[src/rtl/iter_shift_unit.sv]
// Iterative shift/rotate unit: moves up to STEP bit positions per clock and
// publishes the result once. Define SHIFT_CARRY_EN to add the carry output.
module iter_shift_unit #(
  parameter int WIDTH = 32,
  parameter int STEP  = 1
) (
  input  logic             Clock,
  input  logic             clear,
  input  logic             start,
  input  logic [2:0]       op,
  input  logic [WIDTH-1:0] A,
  input  logic [WIDTH-1:0] B,
  output logic [WIDTH-1:0] result,
  output logic             finished,
  output logic             busy
`ifdef SHIFT_CARRY_EN
  ,
  output logic             carry
`endif
);

  localparam int SW = $clog2(WIDTH);
  localparam logic [SW-1:0] STEP_W = SW'(STEP);

  localparam logic [2:0] OP_SHR  = 3'b000;
  localparam logic [2:0] OP_SHRA = 3'b001;
  localparam logic [2:0] OP_SHL  = 3'b010;
  localparam logic [2:0] OP_ROR  = 3'b011;
  localparam logic [2:0] OP_ROL  = 3'b100;

  typedef enum logic {IDLE, SHIFT} state_t;

  state_t           state, state_nxt;
  logic [WIDTH-1:0] acc, acc_nxt;
  logic [2:0]       opcode;
  logic [SW-1:0]    cnt, k, wmk;

  // Amounts are modulo WIDTH, so the upper bits of B never matter.
  logic unused_b;
  assign unused_b = ^B[WIDTH-1:SW];

  always_ff @(posedge Clock) begin
    if (!clear) state <= IDLE;
    else        state <= state_nxt;
  end

  always_comb begin
    state_nxt = state;
    case (state)
      IDLE:    if (start)      state_nxt = SHIFT;
      SHIFT:   if (cnt == '0)  state_nxt = IDLE;
      default: state_nxt = IDLE;
    endcase
  end

  always_comb begin
    busy = (state == SHIFT);
  end

  // One step of at most STEP positions; k is only meaningful while cnt != 0.
  always_comb begin
    k   = (cnt > STEP_W) ? STEP_W : cnt;
    wmk = SW'(WIDTH - int'(k));
    case (opcode)
      OP_SHR:  acc_nxt = acc >> k;
      OP_SHRA: acc_nxt = $signed(acc) >>> k;
      OP_SHL:  acc_nxt = acc << k;
      OP_ROR:  acc_nxt = (acc >> k) | (acc << wmk);
      OP_ROL:  acc_nxt = (acc << k) | (acc >> wmk);
      default: acc_nxt = acc;
    endcase
  end

  always_ff @(posedge Clock) begin
    if (!clear) begin
      acc      <= '0;
      opcode   <= '0;
      cnt      <= '0;
      result   <= '0;
      finished <= 1'b0;
    end else begin
      finished <= 1'b0;
      case (state)
        IDLE: if (start) begin
          acc    <= A;
          opcode <= op;
          cnt    <= B[SW-1:0];
        end
        SHIFT: if (cnt == '0) begin
          result   <= acc;
          finished <= 1'b1;
        end else begin
          acc <= acc_nxt;
          cnt <= cnt - k;
        end
        default: ;
      endcase
    end
  end

`ifdef SHIFT_CARRY_EN
  logic          out_bit, carry_acc;
  logic [SW-1:0] km1;

  // Bit leaving the word on this step: low end for right moves, high end for left.
  always_comb begin
    km1 = k - SW'(1);
    case (opcode)
      OP_SHR, OP_SHRA, OP_ROR: out_bit = acc[km1];
      OP_SHL, OP_ROL:          out_bit = acc[wmk];
      default:                 out_bit = 1'b0;
    endcase
  end

  always_ff @(posedge Clock) begin
    if (!clear) begin
      carry_acc <= 1'b0;
      carry     <= 1'b0;
    end else begin
      case (state)
        IDLE:  if (start) carry_acc <= 1'b0;
        SHIFT: if (cnt == '0) carry <= carry_acc;
               else           carry_acc <= out_bit;
        default: ;
      endcase
    end
  end
`endif

endmodule
[config.mk]
export PLATFORM = sky130hd
export DESIGN_NAME = iter_shift_unit
export DESIGN_NICKNAME = d
export VERILOG_FILES = /design/src/rtl/iter_shift_unit.sv
export SDC_FILE = /design/constraint.sdc
export NUM_CORES = 1
export LEC_CHECK = 0
export ABC_AREA = 1
export CORE_MARGIN = 2
export CORE_UTILIZATION = 39
export DETAILED_ROUTE_END_ITERATION = 10
export PLACE_DENSITY = 0.62
export SYNTH_ARGS = -nofsm -noshare
export SYNTH_HDL_FRONTEND = slang
export SYNTH_SLANG_ARGS = --single-unit
[constraint.sdc]
create_clock -name Clock -period 2.65 [get_ports Clock]
set_clock_uncertainty 0.05 [all_clocks]
set_input_delay 0.6625 -clock Clock [delete_from_list [all_inputs] [get_ports Clock]]
set_output_delay 0.6625 -clock Clock [all_outputs]
set_load 0.005 [all_outputs]
==> results.yml <==
setup_path:
  crit_slowest_cell: "dfxtp_1"
  cp_slowest_stage_delay_ns: 0.35
  path_class: "reg2reg"
  path_common_cell: "nand2_1"
  crit_chain: "nor2_4 > buf_4 > nand3_2 > buf_4 > nand2_1 > nand2_1 > nand2_1 > nand3_1 > nand3_1 > nand2_1 > nor2_1 > nand2_1 > o21ai_1 > a21oi_1"
  worst_setup_path_end_kind: "register"
  crit_arrival_ns: 2.67
  required_ns: 2.82
  cp_max_fo: 28
  cp-start-kind: "register"
drt:
  drc_errors: 0
  wl_met1_um: 11000
  wirelength_um: 24800
  first_iter_violations: 1041
  vias_per_cell: 5.82
  num_vias: 7658
  ant_nets: 0
  avgRoutedWirePerCell_um: 18.9
  route.met3.wl_um: 2300
  routed.top_layer: "met5"
  wl_met2_um: 10800
  firstDrtPassIters: 7
clock_network:
  cts_root_buf: "clkbuf_16"
  insertion_delay_ns: 0.35
  cts_made_buffers: 9
  cts_buffer_depth: 2
  clock_sinks: 74
  htreeDepth: 3
  cts_tree: "built"
  clkTransAtPathRegs_ns: 0.06
global_route:
  grt_pass1_vias: 6877
  antenna_found_initial: 1
  grt.overflow.total: 0
  globalRouteTotalUtil_pct: 30.3
  grt_start_max_net_pins: 53
  grt_pass1_wl_um: 38500
timing:
  final_max_slew_viol_count: 0
  post-route-period-util_pct: 94.4
  fin_crit_ns: 2.50
  fmax_ghz: 0.400
  fin_hold_ws_ns: 0.414
  relSlewSlack_pct: 49.6
  tns_ns: 0
  tightestPinTransition_ns: 0.755
  finalSetupViolations: 0
  timing_hold_violations_final: 0
  rsz0062_at_grt: "false"
finish:
  finalNonFillerCells: 1315
  multi_input_area_um2: 3980
  drive_above_1_share_pct: 8.61
  seqCellArea_um2: 1480
  fin_nets: 1196
  n_antenna_cell: 0
  fill_cells: 1676
  syn2layout_area_growth_pct: 23.2
floorplan:
  initial_utilization_pct: 39.9
  rows: 45
  die-area_um2: 16600
  die_y_um: 129
  io_pins: 104
  core_area_um2: 15200
  die_w_um: 129
job:
  maxCapViolations: 0
logic_synthesis:
  netlist_instances: 1062
  synth_nets: 1134
  ys_ff_latch: 74
  synth-edff-count: 0
  avgSynthCellArea_um2: 5.72
  synth_area_um2: 6070
  asyncSetResetFlopFracSynth_pct: 0
  ys_seq_area_share_pct: 24.4
  synthDistinctLibCells: 44
  synth-warning-count: 0
  synth_ff_type: "dfxtp_1"
power:
  p_per_area_nw_per_um2: 712
  vdd_drop_max_mv: 0.585
  leakage_nw: 3.31
status:
  status: "complete, no violations"
place:
  gp_congestion: 0.969
  place_inst: 1299
  place.detailed.hpwl_um: 18500
  place.port_buffers: 76
worst_hold_path:
  hold_class: "reg2reg"
[through the flow]
stage	area [µm²]	util [%]	worst slack (ns)	power (mW)
2_1_floorplan	6080	-	0.0125	3.06
3_3_place_gp	7120	46.9	0.151	3.89
3_5_place_dp	7120	46.9	0.147	3.88
4_1_cts	7450	49.0	0.116	5.29
5_1_grt	7480	49.2	0.0168	5.65
6_report	7480	49.2	0.148	5.32
[cells in the final DEF (no fill, tap or decap), drive strengths merged, types with 3 or more instances in the layout]
cell type,count
clkbuf,9
a31oi,6
inv,79
dfxtp,74
nor2,71
buf,43
o211ai,21
bufinv,3
o21ai,92
o22ai,5
or2,3
clkdlybuf4s50,75
nand3,152
clkinvlp,3
nand4,23
nor3,3
a21oi,85
and2,5
nand2,351
a211oi,4
[routing by layer]
layer	up-vias	GRT usage, %
met3	57	5.61
met4	2	11.3
met1	3525	43.7
met2	409	44.8
met5	-	0
li1	3665	-
[final cells by class]
cell class,instances,share of cell area (%)
clock buffers,9,3.01
clock inverters,5,1.41
inverters,81,4.18
multi-input cells,840,53.3
flip-flops and latches,74,19.8
well taps,188,3.15
repair buffers,118,15.2
[logic make-up (layout without fill, tap and decap cells)]
family,count (synthesis),in the layout,synth area share [%]
AOI/OAI and AO/OA,223,223,20.4
DFF,74,74,24.4
and+or+nand+nor,610,610,43.8
muxes,2,2,0.371
adders and majority gates,2,2,0.412
buffers and inverters,148,213,10.2
other,1,1,0.0618
xor gates and xnor gates,2,2,0.289
[report_power, final]
part	internal, mW	leakage [nW]	switching, mW
Combinational	0.850	2.55	1.73
Clock	0.908	0.154	0.477
Sequential	1.22	0.606	0.141
Total	2.97	3.31	2.35
[synthesized netlist by cell type, types with 3 or more instances]
cell type / number / area share [%]
nand3_1: 149 / 12
o21ai_1: 12 / 0.99
nor2_4: 7 / 1.3
o22ai_1: 5 / 0.52
a31oi_1: 5 / 0.52
o21ai_0: 79 / 6.5
buf_1: 6 / 0.37
nand2_1: 348 / 22
a211oi_1: 4 / 0.49
or2_2: 3 / 0.31
buf_4: 3 / 0.37
a21oi_1: 85 / 7.0
dfxtp_1: 74 / 24
nor2_1: 60 / 3.7
buf_2: 24 / 2.0
and2_1: 4 / 0.41
inv_1: 72 / 4.5
nor2_2: 4 / 0.41
nand2_2: 3 / 0.31
nand3_2: 3 / 0.49
clkbuf_1: 31 / 1.9
nand4_1: 23 / 2.4
o211ai_1: 21 / 2.6
buf_6: 3 / 0.56
inv_2: 8 / 0.49
[critical path, delay by kind of cell, from the launching register on]
family | cells | cell delay [ns]
AO/OA/AOI/OAI | 2 | 0.35
buffers and inverters | 2 | 0.49
flip-flops | 1 | 0.35
AND/OR/NAND/NOR | 10 | 1.11
[path summary, 6_finish.rpt]
kind / from / to / slack, ns / cells after the start
worst max-delay path: cnt[4]$_SDFFE_PN0P_ / acc[17]$_SDFFE_PN0P_ / 0.15 / 14
worst min register to register: acc[13]$_SDFFE_PN0P_ / acc[13]$_SDFFE_PN0P_ / 0.41 / 2
worst min-delay path: acc[13]$_SDFFE_PN0P_ / acc[13]$_SDFFE_PN0P_ / 0.41 / 2
worst max register to register: cnt[4]$_SDFFE_PN0P_ / acc[17]$_SDFFE_PN0P_ / 0.15 / 14
[state kept, by name, indices dropped and copies added, names as in the netlist]
| register | flops |
|---|---|
| busy | 1 |
| finished | 1 |
| result | 32 |
| cnt | 5 |
| acc | 32 |
| opcode | 3 |
[timing repair]
action | in CTS | in global routing
setup endpoints to repair | 0 | 5
setup buffers | 0 | 2
endpoints found under the hold margin | 0 | 0
hold buffers | 0 | 0
gates resized for setup | 0 | 4
Note: power is estimated with default switching activity, not from simulation.
